==> src/rtl/seg7_pkg.sv <==
// ---------------------------------------------------------------------------
// seg7_pkg
// Shared definitions for the seven-segment scan controller:
//   - segment bit positions inside the 8-bit {dp,g,f,e,d,c,b,a} bus
//   - SEG_OFF: the all-segments-off pattern (active-high form)
//   - hex7(): nibble to active-high gfedcba decode
// ---------------------------------------------------------------------------
package seg7_pkg;

    localparam int SEG_A  = 0;
    localparam int SEG_B  = 1;
    localparam int SEG_C  = 2;
    localparam int SEG_D  = 3;
    localparam int SEG_E  = 4;
    localparam int SEG_F  = 5;
    localparam int SEG_G  = 6;
    localparam int SEG_DP = 7;

    localparam logic [7:0] SEG_OFF = 8'h00;

    // Active-high gfedcba pattern for one hex nibble (lower-case b and d).
    function automatic logic [6:0] hex7(input logic [3:0] nibble);
        logic [6:0] seg;
        case (nibble)
            4'h0: seg = 7'h3F;
            4'h1: seg = 7'h06;
            4'h2: seg = 7'h5B;
            4'h3: seg = 7'h4F;
            4'h4: seg = 7'h66;
            4'h5: seg = 7'h6D;
            4'h6: seg = 7'h7D;
            4'h7: seg = 7'h07;
            4'h8: seg = 7'h7F;
            4'h9: seg = 7'h6F;
            4'hA: seg = 7'h77;
            4'hB: seg = 7'h7C;
            4'hC: seg = 7'h39;
            4'hD: seg = 7'h5E;
            4'hE: seg = 7'h79;
            default: seg = 7'h71;
        endcase
        return seg;
    endfunction

endpackage

==> src/rtl/scan_prescaler.sv <==
// ---------------------------------------------------------------------------
// scan_prescaler
// Free-running digit-slot prescaler. cnt counts 0..DIV-1 and wraps.
// Ports:
//   clk        system clock
//   rst        synchronous active-high reset (cnt -> 0)
//   cnt        current position inside the digit slot
//   slot_tick  high in the last cycle of a slot (cnt == DIV-1)
// ---------------------------------------------------------------------------
module scan_prescaler #(
    parameter int DIV   = 10,
    parameter int CNT_W = $clog2(DIV)
) (
    input  logic             clk,
    input  logic             rst,
    output logic [CNT_W-1:0] cnt,
    output logic             slot_tick
);

    assign slot_tick = (cnt == CNT_W'(DIV - 1));

    always_ff @(posedge clk) begin
        if (rst) begin
            cnt <= '0;
        end else if (slot_tick) begin
            cnt <= '0;
        end else begin
            cnt <= cnt + 1'b1;
        end
    end

endmodule

==> src/rtl/seg7_scan_ctrl.sv <==
// ---------------------------------------------------------------------------
// seg7_scan_ctrl
// N-digit multiplexed seven-segment scan controller with its own prescaler,
// frame-coherent input snapshot, per-digit enables, decimal points,
// leading-zero blanking and an all-off dead time at the start of each slot.
// Ports:
//   clk         system clock
//   rst         synchronous active-high reset
//   value       hex nibbles, nibble i -> digit i (digit 0 rightmost)
//   dp          decimal point per digit
//   digit_en    per-digit anode enable
//   blank_lz    leading-zero blanking enable
//   LEDSEL      one-hot anode select (inverted when ACTIVE_LOW)
//   LEDOUT      {dp,g,f,e,d,c,b,a} (inverted when ACTIVE_LOW)
//   frame_tick  one-cycle pulse after the snapshot is refreshed
// ---------------------------------------------------------------------------
module seg7_scan_ctrl #(
    parameter int NUM_DIGITS   = 4,
    parameter int CLK_HZ       = 100000000,
    parameter int SCAN_HZ      = 5000,
    parameter int BLANK_CYCLES = 16,
    parameter bit ACTIVE_LOW   = 1'b1
) (
    input  logic                    clk,
    input  logic                    rst,
    input  logic [4*NUM_DIGITS-1:0] value,
    input  logic [NUM_DIGITS-1:0]   dp,
    input  logic [NUM_DIGITS-1:0]   digit_en,
    input  logic                    blank_lz,
    output logic [NUM_DIGITS-1:0]   LEDSEL,
    output logic [7:0]              LEDOUT,
    output logic                    frame_tick
);
    import seg7_pkg::*;

    localparam int DIV   = CLK_HZ / SCAN_HZ;
    localparam int CNT_W = $clog2(DIV);
    localparam int IDX_W = (NUM_DIGITS > 1) ? $clog2(NUM_DIGITS) : 1;

    // XOR masks that turn the active-high internal view into pin polarity.
    localparam logic [NUM_DIGITS-1:0] SEL_POL = {NUM_DIGITS{ACTIVE_LOW}};
    localparam logic [7:0]            SEG_POL = {8{ACTIVE_LOW}};

    if (DIV < 2) begin : g_div_check
        $error("seg7_scan_ctrl: CLK_HZ/SCAN_HZ must be at least 2");
    end
    if (BLANK_CYCLES >= DIV) begin : g_blank_check
        $error("seg7_scan_ctrl: BLANK_CYCLES must be smaller than CLK_HZ/SCAN_HZ");
    end
    if (NUM_DIGITS < 1 || NUM_DIGITS > 8) begin : g_digits_check
        $error("seg7_scan_ctrl: NUM_DIGITS must be 1..8");
    end

    logic [CNT_W-1:0] cnt;
    logic             slot_tick;
    logic [IDX_W-1:0] idx;
    logic             frame_start;

    logic [4*NUM_DIGITS-1:0] value_snap;
    logic [NUM_DIGITS-1:0]   dp_snap;
    logic [NUM_DIGITS-1:0]   en_snap;
    logic                    blz_snap;

    logic [NUM_DIGITS-1:0]   lz_blank;
    logic [3:0]              cur_nibble;
    logic [NUM_DIGITS-1:0]   sel_n;
    logic [7:0]              seg_n;

    scan_prescaler #(
        .DIV   (DIV),
        .CNT_W (CNT_W)
    ) u_prescaler (
        .clk       (clk),
        .rst       (rst),
        .cnt       (cnt),
        .slot_tick (slot_tick)
    );

    assign frame_start = (cnt == '0) && (idx == '0);

    // Walk from the most significant digit down; a digit is blanked while
    // every nibble above it (and itself) is zero. Digit 0 always shows.
    always_comb begin : lz_mask
        logic seen_nz;
        lz_blank = '0;
        seen_nz  = 1'b0;
        for (int i = NUM_DIGITS - 1; i >= 1; i--) begin
            if (value_snap[4*i +: 4] != 4'h0) begin
                seen_nz = 1'b1;
            end
            lz_blank[i] = blz_snap & ~seen_nz;
        end
    end

    // Next output pattern in active-high form; dead time and disabled digits
    // give all anodes off and all segments off.
    always_comb begin
        cur_nibble = value_snap[4*int'(idx) +: 4];
        sel_n      = '0;
        seg_n      = SEG_OFF;
        if ((cnt >= CNT_W'(BLANK_CYCLES)) && en_snap[idx]) begin
            sel_n[idx]   = 1'b1;
            seg_n[6:0]   = lz_blank[idx] ? 7'h00 : hex7(cur_nibble);
            seg_n[SEG_DP] = dp_snap[idx];
        end
    end

    always_ff @(posedge clk) begin
        if (rst) begin
            idx        <= '0;
            value_snap <= '0;
            dp_snap    <= '0;
            en_snap    <= '0;
            blz_snap   <= 1'b0;
            frame_tick <= 1'b0;
            LEDSEL     <= SEL_POL;
            LEDOUT     <= SEG_OFF ^ SEG_POL;
        end else begin
            if (slot_tick) begin
                idx <= (idx == IDX_W'(NUM_DIGITS - 1)) ? '0 : idx + 1'b1;
            end
            if (frame_start) begin
                value_snap <= value;
                dp_snap    <= dp;
                en_snap    <= digit_en;
                blz_snap   <= blank_lz;
            end
            frame_tick <= frame_start;
            LEDSEL     <= sel_n ^ SEL_POL;
            LEDOUT     <= seg_n ^ SEG_POL;
        end
    end

endmodule

==> config.mk <==
export PLATFORM = sky130hd
export DESIGN_NAME = seg7_scan_ctrl
export DESIGN_NICKNAME = d
export VERILOG_FILES = /design/src/rtl/seg7_pkg.sv /design/src/rtl/scan_prescaler.sv /design/src/rtl/seg7_scan_ctrl.sv
export SDC_FILE = /design/constraint.sdc
export NUM_CORES = 1
export LEC_CHECK = 0
export ABC_CLOCK_PERIOD_IN_PS = 2300
export BUFFER_PORTS_ARGS = -buffer_cell sky130_fd_sc_hd__buf_2
export CORE_ASPECT_RATIO = 1.1
export CORE_UTILIZATION = 45
export CTS_BUF_LIST = sky130_fd_sc_hd__clkbuf_8
export DETAILED_ROUTE_END_ITERATION = 16
export MAX_ROUTING_LAYER = met4
export PLACE_DENSITY = 0.68
export REMOVE_ABC_BUFFERS = 1
export SLEW_MARGIN = 20
export SYNTH_ARGS = -nofsm -noshare
export SYNTH_HDL_FRONTEND = slang
export SYNTH_SLANG_ARGS = --single-unit
==> constraint.sdc <==
create_clock -name clk -period 2.3 [get_ports clk]
set_clock_uncertainty 0.15 [all_clocks]
set_input_delay 0.23 -clock clk [delete_from_list [all_inputs] [get_ports clk]]
set_output_delay 0.23 -clock clk [all_outputs]
set_load 0.01 [all_outputs]
==> out/results.ini, run 1 <==
[grt]
grt_use_total_pct = 17.98
grt_pass1_vias = 1816
grt_antenna_before_repair = 0
grt_pass1_wl_mm = 8.162
grt_start_max_net_pins = 27
grt_overflow = 0

[min_path]
hp-class = in -> reg
min_path_cells = 3

[cts]
clock_sinks = 55
cts_hold_buf = 14
cts_tree = yes
root_buffer = clkbuf_8
cts.clk_slew.worst_paths_ns = 0.10
cts_setup_buffers = 0
post_cts_resize_count = 0
cts_buffers = 5
cts_buffer_depth = 2
h-tree-depth = 2
clk_latency_ns = 0.31

[sta]
rsz0062_at_grt = false
fin_crit_ns = 2.111
worstMarginPinSlew_ns = 0.3685
setup_viol = 0
finalCritPeriodShare_pct = 91.79
maxSlewViolCount = 0
fmaxAchievable_mhz = 473.7
hold_violations = 0
slew_headroom_pct = 75.40

[synth]
dominantRegCellSynth = dfxtp_1
yosysTopAreaCell = dfxtp_1
yosysSeqAreaShare_pct = 42.99
synth-adder-area-share_pct = 5.862
synth-compound-area-share_pct = 4.201
yosys_warnings = 0
avgSynthCellArea_um2 = 9.629
synth_top_family_by_area = simple AND/OR/NAND/NOR gates
muxShareOfSynthArea_pct = 16.27
synth_top_area_share_pct = 42.99
synth_enable_flop_cells = 0
synthSimpleGateAreaFrac_pct = 20.42
ys_ff_latch = 55
syn_area_um2 = 2561
synthArstFlopShare_pct = 0
yosysUniqueCellTypes = 37
synthTopCellsByArea = dfxtp_1 (43%), mux2i_1 (11%), nor2_1 (6.9%)
synthXorXnorAreaFrac_pct = 5.813
synth_cells = 266

[worst_setup_path]
worstSetupEndpointType = flop
ff2ff_path_depth = 6
critPathMaxFanout = 26
crit_chain = nor4_2, nand4_1, or4_1, buf_12, mux2i_1, nor2_1
cp-start-kind = flop
max_stage_delay_ns = 0.55
worstPathRequired_ns = 2.35
crit_arrival_ns = 2.16
path_class = reg -> reg
cp_slowest_cell = or4_1

[run]
max_cap_viol_count = 0

[place]
place_hpwl_mm = 3.362
place.gp.congestion = 0.8015
numPortBuffers = 39
placed_area_um2 = 2835

[cells_and_area]
final_cell_area_um2 = 3084
n_antenna_cell = 0
drive_gt1_share_pct = 19.88
finalNetCount = 360
area_growth_syn_to_layout_pct = 20.42

[route]
via_count = 1918
drc = 0
routed_via_density = 4.831
antenna_left = 0
dr.pass1.iters = 5
wl_per_cell_um = 11.89
drt_iter0_drc = 98
wl_mm = 4.722

[die]
io-pin-count = 40
die_x_um = 73.93
rows = 28
core_area_um2 = 5430
start_util_pct = 47.17
dieArea_um2 = 5998
die_y_um = 81.13

[pwr]
finalPower_mw = 1.872
leakagePower_nw = 1.291
power_density_nw_per_um2 = 606.8
peakVddDrop_uv = 372.4

[status]
status = finished clean

==> cell usage in the layout (no fill, tap or decap), types with 8 or more instances in the layout <==
cell	n
buf_2	39
dfxtp_1	55
nand3_1	8
nor2_1	47
ha_1	12
nand2_1	19
dlygate4sd3_1	16
mux2i_1	27
inv_1	10
xor2_1	13
==> per-layer routing <==
layer / track usage, % / routed length, µm
met4: 6.346 / 57
met2: 26.36 / 2056
met3: 2.978 / 160
met1: 24.88 / 2447
met5: - / 0
==> through the flow <==
stage / hold slack (ns) / util (%) / instances / setup slack, ns / TNS, ns
finish: 0.001158 / 56.80 / 397 / 0.1888 / 0
CTS: 0.000006967 / 56.43 / 395 / 0.1719 / 0
floorplan: 0.1491 / - / 252 / -0.2847 / -7.190
detailed placement: 0.3172 / 52.21 / 373 / 0.2027 / 0
global route: 0.004828 / 56.80 / 397 / 0.04977 / 0
global placement: 0.3094 / 52.21 / 373 / 0.2350 / 0
==> cell families after synthesis <==
logic type | count (synthesis)
multiplexers | 34
flip-flops | 55
buffers and inverters | 23
XOR/XNOR | 17
AO/OA/AOI/OAI | 17
AND/OR/NAND/NOR | 108
adder cells (fa/ha/maj) | 12
==> area by class of cell <==
| type | instances | area [µm²] |
|---|---|---|
| multi-input combinational | 188 | 1346 |
| tap | 75 | 93.84 |
| sequential | 55 | 1101 |
| timing repair buffer | 62 | 420.4 |
| clock buffer | 5 | 68.82 |
| clock inverter | 3 | 20.02 |
| fill | 495 | 2346 |
| inverter | 9 | 33.78 |
==> power breakdown <==
| group | switching, mW | leakage (nW) | total, mW | internal [mW] |
|---|---|---|---|---|
| Combinational | 0.137 | 0.795 | 0.298 | 0.161 |
| Clock | 0.315 | 0.0460 | 0.530 | 0.215 |
| Sequential | 0.0431 | 0.449 | 1.04 | 1.00 |
| Total | 0.495 | 1.29 | 1.87 | 1.38 |
==> flip-flops by register name, summed over array words and instances (netlist names) <==
name / cells
LEDSEL: 4
blz_snap: 1
value_snap: 16
LEDOUT: 8
dp_snap: 4
en_snap: 4
idx: 2
frame_tick: 1
u_prescaler.cnt: 15
==> path summary, 6_finish.rpt <==
| check | endpoint | start | slack (ns) |
|---|---|---|---|
| worst max register to register | value_snap[7] | u_prescaler.cnt[5] | 0.19 |
| worst min register to register | u_prescaler.cnt[0] | u_prescaler.cnt[0] | 0.33 |
| worst min-delay path | value_snap[0] | value[0] | 0.001 |
| worst max-delay path | value_snap[7] | u_prescaler.cnt[5] | 0.19 |
==> worst max-delay path: cells and delay by family (launching register included) <==
family        cells  cell delay, ns
mux               1            0.17
simple gates      4            1.09
buf+inv           1            0.21
flops             1            0.37
==> cells in the mapped netlist, types with 2 or more instances <==
cell type	n
nor2b_1	4
nor3_1	3
clkbuf_1	6
nand3b_1	2
buf_2	4
mux4_2	6
inv_1	9
ha_1	12
nand4_1	4
and2_1	3
or2_2	2
nor3b_1	2
a21oi_1	5
mux2i_1	27
nor4_1	3
nand2b_1	3
and4_1	5
xnor2_1	4
o21ai_0	5
nand3_1	8
buf_6	3
nand2_1	19
nor2_1	47
dfxtp_1	55
xor2_1	13
Power figures use the tool's default switching activity.
==> inputs of run 2 (changes only) <==
ABC_CLOCK_PERIOD_IN_PS = 2400   (was 2300)
PLACE_DENSITY = 0.63   (was 0.68)
clock period = 2.4 ns   (was 2.3 ns; I/O delays follow)
==> run 2 against run 1 <==
Register-to-register slack about the same. Final cell count decreased by 4.5%. Critical path depth is 1 lower. Highest routed layer unchanged.
==> out/results.ini, run 2 (synthesized netlist as in run 1, its figures left out) <==
[status]
status = finished clean  ; unchanged

[worst_setup_path]
worst-path-buf-inv = 1  ; unchanged
worstPathRequired_ns = 2.42  ; was 2.35 ns
cp_top_family = multiplexers  ; was simple AND/OR/NAND/NOR gates
crit_chain = buf_4, mux4_2, mux2_2, a22oi_1, nand2_1  ; was nor4_2, nand4_1, or4_1, buf_12, mux2i_1, nor2_1
worstSetupEndpointType = flop  ; unchanged
crit_arrival_ns = 2.23  ; was 2.16 ns
critPathMaxFanout = 12  ; was 26
cp-start-kind = flop  ; unchanged
max_stage_delay_ns = 0.64  ; was 0.55 ns
path_class = reg -> reg  ; unchanged
cp_slowest_cell = mux4_2  ; was or4_1

[cells_and_area]
area_growth_syn_to_layout_pct = 14.07  ; was 20.42%
layout_commonest_cell = dfxtp_1  ; unchanged
finalNetCount = 342  ; was 360
n_antenna_cell = 0  ; unchanged
drive_gt1_share_pct = 20.39  ; was 19.88%
largestRegisters = value_snap (16), u_prescaler.cnt (15), LEDOUT (8)  ; unchanged
final_cell_mix = dfxtp_1 (55), nor2_1 (47), buf_2 (39)  ; unchanged
largest_reg_flops = 16  ; unchanged
largest-register = value_snap  ; unchanged

[grt]
grt_use_total_pct = 17.87  ; was 17.98%
grt_antenna_before_repair = 0  ; unchanged
grt_pass1_vias = 1697  ; was 1816
grt_start_max_net_pins = 30  ; was 27
grt_pass1_wl_mm = 8.004  ; was 8.162 mm
grt_overflow = 0  ; unchanged

[cts]
h-tree-depth = 2  ; unchanged
cts.clk_slew.worst_paths_ns = 0.10  ; about the same
cts_tree = yes  ; unchanged
clock_sinks = 55  ; unchanged
cts_setup_buffers = 0  ; unchanged
root_buffer = clkbuf_8  ; unchanged
post_cts_resize_count = 0  ; unchanged
clk_latency_ns = 0.30  ; was 0.31 ns
cts_buffers = 5  ; unchanged
cts_hold_buf = 0  ; was 14
cts_buffer_depth = 2  ; unchanged

[sta]
maxSlewViolCount = 0  ; unchanged
setup_viol = 0  ; unchanged
worstMarginPinSlew_ns = 0.7164  ; was 0.3685 ns
finalCritPeriodShare_pct = 92.28  ; was 91.79%
hold_violations = 0  ; unchanged
rsz0062_at_grt = false  ; unchanged
setup_slack_ns = 0.1853  ; was 0.1888 ns
fmaxAchievable_mhz = 451.5  ; was 473.7 MHz
fin_crit_ns = 2.215  ; was 2.111 ns
hold_ws_ns = 0.008738  ; was 0.001158 ns
slew_headroom_pct = 51.87  ; was 75.40%

[pwr]
p_clk_share_pct = 29.9  ; was 28.3%
peakVddDrop_uv = 395.0  ; was 372.4 µV
seqPwrFrac_pct = 55.3  ; was 55.8%
p_comb_share_pct = 14.9  ; was 15.9%
leakagePower_nw = 1.214  ; was 1.291 nW
finalPower_mw = 1.811  ; was 1.872 mW
p_switching_uw = 477.0  ; was 494.8 µW
switching_share_pct = 26.33  ; was 26.44%
power_density_nw_per_um2 = 620.0  ; was 606.8 nW/µm²
p_int_mw = 1.334  ; was 1.377 mW

[route]
antenna_left = 0  ; unchanged
via_count = 1882  ; was 1918
routed_via_density = 4.966  ; was 4.831
wl_mm = 4.732  ; was 4.722 mm
drt_iter0_drc = 71  ; was 98
dr.pass1.iters = 4  ; was 5
wl_per_cell_um = 12.49  ; was 11.89 µm
drc = 0  ; unchanged

[place]
post-place-ws_ns = 0.2223  ; was 0.2027 ns
numPortBuffers = 39  ; unchanged
place.gp.congestion = 0.8329  ; was 0.8015
place_hpwl_mm = 3.391  ; was 3.362 mm

[die]
start_util_pct = 47.17  ; unchanged
die_x_um = 73.93  ; unchanged
die_y_um = 81.13  ; unchanged
io-pin-count = 40  ; unchanged
rows = 28  ; unchanged
core_area_um2 = 5430  ; unchanged
dieArea_um2 = 5998  ; unchanged

[min_path]
hp-class = in -> reg  ; unchanged

[run]
max_cap_viol_count = 0  ; unchanged

run 2: cell count changes in the layout (fill, tap and decap cells not counted):
cell / previous run / this run
buf_4: 6 / 3
inv_1: 10 / 9
clkbuf_8: 5 / 6
clkinv_4: 0 / 1
inv_6: 1 / 0
dlygate4sd3_1: 16 / 1
run 2: cell type report:
cell class / instances / area (µm²)
Inverter: 9 / 33.78
Clock buffer: 6 / 82.58
Tap cell: 75 / 93.84
Clock inverter: 2 / 16.27
Multi-Input combinational cell: 188 / 1346
Fill cell: 520 / 2509
Sequential cell: 55 / 1101
Timing Repair Buffer: 44 / 247.7
run 2: metrics by stage:
step                      instance area (µm²)  utilization [%]  setup TNS, ns  std cells
final                                    2922            53.80              0        379
after global routing                     2922            53.80              0        379
after detailed placement                 2813            51.80              0        370
after global placement                   2813            51.80              0        370
after CTS                                2912            53.62              0        378
after floorplan                          2481                -         -4.619        252
run 2: path summary, 6_finish.rpt:
| path | start | endpoint | slack (ns) | cells after the start |
|---|---|---|---|---|
| max reg2reg | idx[0] | LEDOUT[1] | 0.19 | 5 |
| min reg2reg | u_prescaler.cnt[0] | u_prescaler.cnt[0] | 0.33 | 1 |
| min | value[7] | value_snap[7] | 0.009 | 3 |
| max | idx[0] | LEDOUT[1] | 0.19 | 5 |
run 2: power by group through the flow:
stage	Clock, mW	Combinational (mW)	Sequential [mW]
floorplan	0	0.196	1.01
global placement	0	0.265	1.02
detailed placement	0	0.268	1.02
CTS	0.557	0.269	1.00
global route	0.599	0.299	1.01
finish	0.541	0.269	1.00
run 2: tightest hold or removal path, cell delays in order:
cell,delay (ns)
buf_2,0.07
mux2i_1,0.05
nor2_1,0.07
run 2: per-layer routing:
layer / global-route usage [%] / up-vias / wire length (µm)
met5: - / - / 0
met1: 25.35 / 861 / 2514
met3: 3.350 / 6 / 143
met4: 4.615 / 0 / 49
met2: 26.00 / 37 / 2025
li1: - / 978 / -
==> inputs of run 3 (changes only) <==
RECOVER_POWER = 100   (was default)
==> run 3 against run 2 <==
Sequential power about the same. Via count increased by 0.43%. Hold slack about the same. Combinational power decreased by 3%. Cell area decreased by 1.2%. Die area unchanged. Critical endpoint is now value_snap[0].
==> out/results.ini, run 3 (synthesized netlist as in run 1, its figures left out) <==
[cells_and_area]
area_growth_syn_to_layout_pct = 12.70  ; was 14.07%
final_cell_mix = dfxtp_1 (55), nor2_1 (47), mux2i_1 (27)  ; was dfxtp_1 (55), nor2_1 (47), buf_2 (39)
largest-register = value_snap  ; unchanged
finalNetCount = 342  ; unchanged
largest_reg_flops = 16  ; unchanged
largestRegisters = value_snap (16), u_prescaler.cnt (15), LEDOUT (8)  ; unchanged
n_antenna_cell = 0  ; unchanged
layout_commonest_cell = dfxtp_1  ; unchanged
final_cell_area_um2 = 2887  ; was 2922 µm²
drive_gt1_share_pct = 15.79  ; was 20.39%

[worst_setup_path]
cp-start-kind = flop  ; unchanged
path_class = reg -> reg  ; unchanged
crit_arrival_ns = 2.28  ; was 2.23 ns
ff2ff_path_depth = 6  ; was 5
reg2reg_from = u_prescaler.cnt[5]  ; was idx[0]
worst-r2r-setup-slack_ns = 0.17  ; was 0.19 ns
worstSetupEndpointType = flop  ; unchanged
critPathMaxFanout = 26  ; was 12
r2r-end = value_snap[0]  ; was LEDOUT[1]
worstPathRequired_ns = 2.45  ; was 2.42 ns

[cts]
cts_buffer_depth = 2  ; unchanged
root_buffer = clkbuf_8  ; unchanged
cts_buffers = 5  ; unchanged
cts.clk_slew.worst_paths_ns = 0.10  ; about the same
cts_tree = yes  ; unchanged
clk_latency_ns = 0.30  ; about the same
cts_setup_buffers = 0  ; unchanged
clock_sinks = 55  ; unchanged
h-tree-depth = 2  ; unchanged

[sta]
hold_violations = 0  ; unchanged
worstMarginPinSlew_ns = 0.7164  ; unchanged
setup_viol = 0  ; unchanged
rsz0062_at_grt = false  ; unchanged
finalSetupTns_ns = 0  ; unchanged
fmaxAchievable_mhz = 448.1  ; was 451.5 MHz
finalCritPeriodShare_pct = 92.99  ; was 92.28%
maxSlewViolCount = 0  ; unchanged
setup_slack_ns = 0.1683  ; was 0.1853 ns
fin_crit_ns = 2.232  ; was 2.215 ns
slew_headroom_pct = 51.87  ; unchanged

[run]
max_cap_viol_count = 0  ; unchanged

[die]
start_util_pct = 47.17  ; unchanged
io-pin-count = 40  ; unchanged
rows = 28  ; unchanged
die_x_um = 73.93  ; unchanged
dieArea_um2 = 5998  ; unchanged
core_area_um2 = 5430  ; unchanged
die_y_um = 81.13  ; unchanged

[grt]
grt_overflow = 0  ; unchanged
grt_use_total_pct = 17.87  ; unchanged
grt_pass1_wl_mm = 8.004  ; unchanged
grt_start_max_net_pins = 30  ; unchanged
grt_pass1_vias = 1697  ; unchanged
grt_antenna_before_repair = 0  ; unchanged

[status]
status = finished clean  ; unchanged

[place]
post-place-ws_ns = 0.2223  ; unchanged
numPortBuffers = 39  ; unchanged
place.gp.congestion = 0.8329  ; unchanged
place_hpwl_mm = 3.391  ; unchanged
placed_area_um2 = 2813  ; unchanged

[min_path]
hold_path_end = value_snap[7]  ; unchanged
holdCritStartpoint = value[7]  ; unchanged
min_path_cells = 3  ; unchanged
hp-class = in -> reg  ; unchanged

[pwr]
peakVddDrop_uv = 395.0  ; about the same
leakagePower_nw = 1.192  ; was 1.214 nW
power_density_nw_per_um2 = 624.8  ; was 620.0 nW/µm²
finalPower_mw = 1.804  ; was 1.811 mW

[route]
drt_iter0_drc = 70  ; was 71
wl_per_cell_um = 12.54  ; was 12.49 µm
wl_mm = 4.753  ; was 4.732 mm
routed_via_density = 4.987  ; was 4.966
antenna_left = 0  ; unchanged
dr.pass1.iters = 4  ; unchanged
drc = 0  ; unchanged
via_count = 1890  ; was 1882

==> run 3: worst max-delay path, cell delays in order, from the launching register on <==
cell	delay, ns
dfxtp_1	0.37
nor4_1	0.39
nand4_1	0.17
or4_1	0.48
buf_4	0.28
mux2i_1	0.22
nor2_1	0.05
==> run 3: how the worst max path moves through the flow <==
stage	start	endpoint	slack, ns	depth (start not counted)
after floorplan	idx[0]	blz_snap	-0.18	6
after global placement	idx[0]	LEDOUT[1]	0.24	5
after CTS	idx[0]	LEDOUT[1]	0.20	5
after global routing	u_prescaler.cnt[5]	value_snap[5]	0.04	6
final	u_prescaler.cnt[5]	value_snap[0]	0.17	6
after detailed placement	idx[0]	LEDOUT[1]	0.22	5
==> run 3: where the power goes <==
group,leakage [nW],total [mW],internal [mW],switching [mW]
Sequential,0.449,1.00,0.960,0.0419
Combinational,0.695,0.261,0.132,0.129
Clock,0.0474,0.542,0.236,0.305
Total,1.19,1.80,1.33,0.476
==> run 3: timing repair <==
item / in CTS / in global routing
gates resized for setup: 0 / 0
hold buffers: 0 / 1
hold endpoints to repair: 0 / 1
==> run 3: per-layer routing <==
layer	wire length (µm)	up-vias	global-route usage, %
li1	-	978	-
met1	2521	869	25.35
met2	2033	37	26.00
met3	148	6	3.350
met4	49	0	4.615
met5	0	-	-
==> run 3: final cells by class <==
cell class	instances	area [µm²]
Inverter	9	33.78
Tap cell	75	93.84
Sequential cell	55	1101
Clock inverter	2	16.27
Clock buffer	6	82.58
Timing Repair Buffer	44	219.0
Fill cell	528	2544
Multi-Input combinational cell	188	1340
==> run 3: metrics by stage <==
| step | hold WS, ns | std cells | utilization [%] |
|---|---|---|---|
| after CTS | 0.004491 | 378 | 53.62 |
| after global placement | 0.3072 | 370 | 51.80 |
| final | 0.008886 | 379 | 53.16 |
| after global routing | 0.001307 | 379 | 53.16 |
| after floorplan | 0.1591 | 252 | - |
| after detailed placement | 0.3165 | 370 | 51.80 |
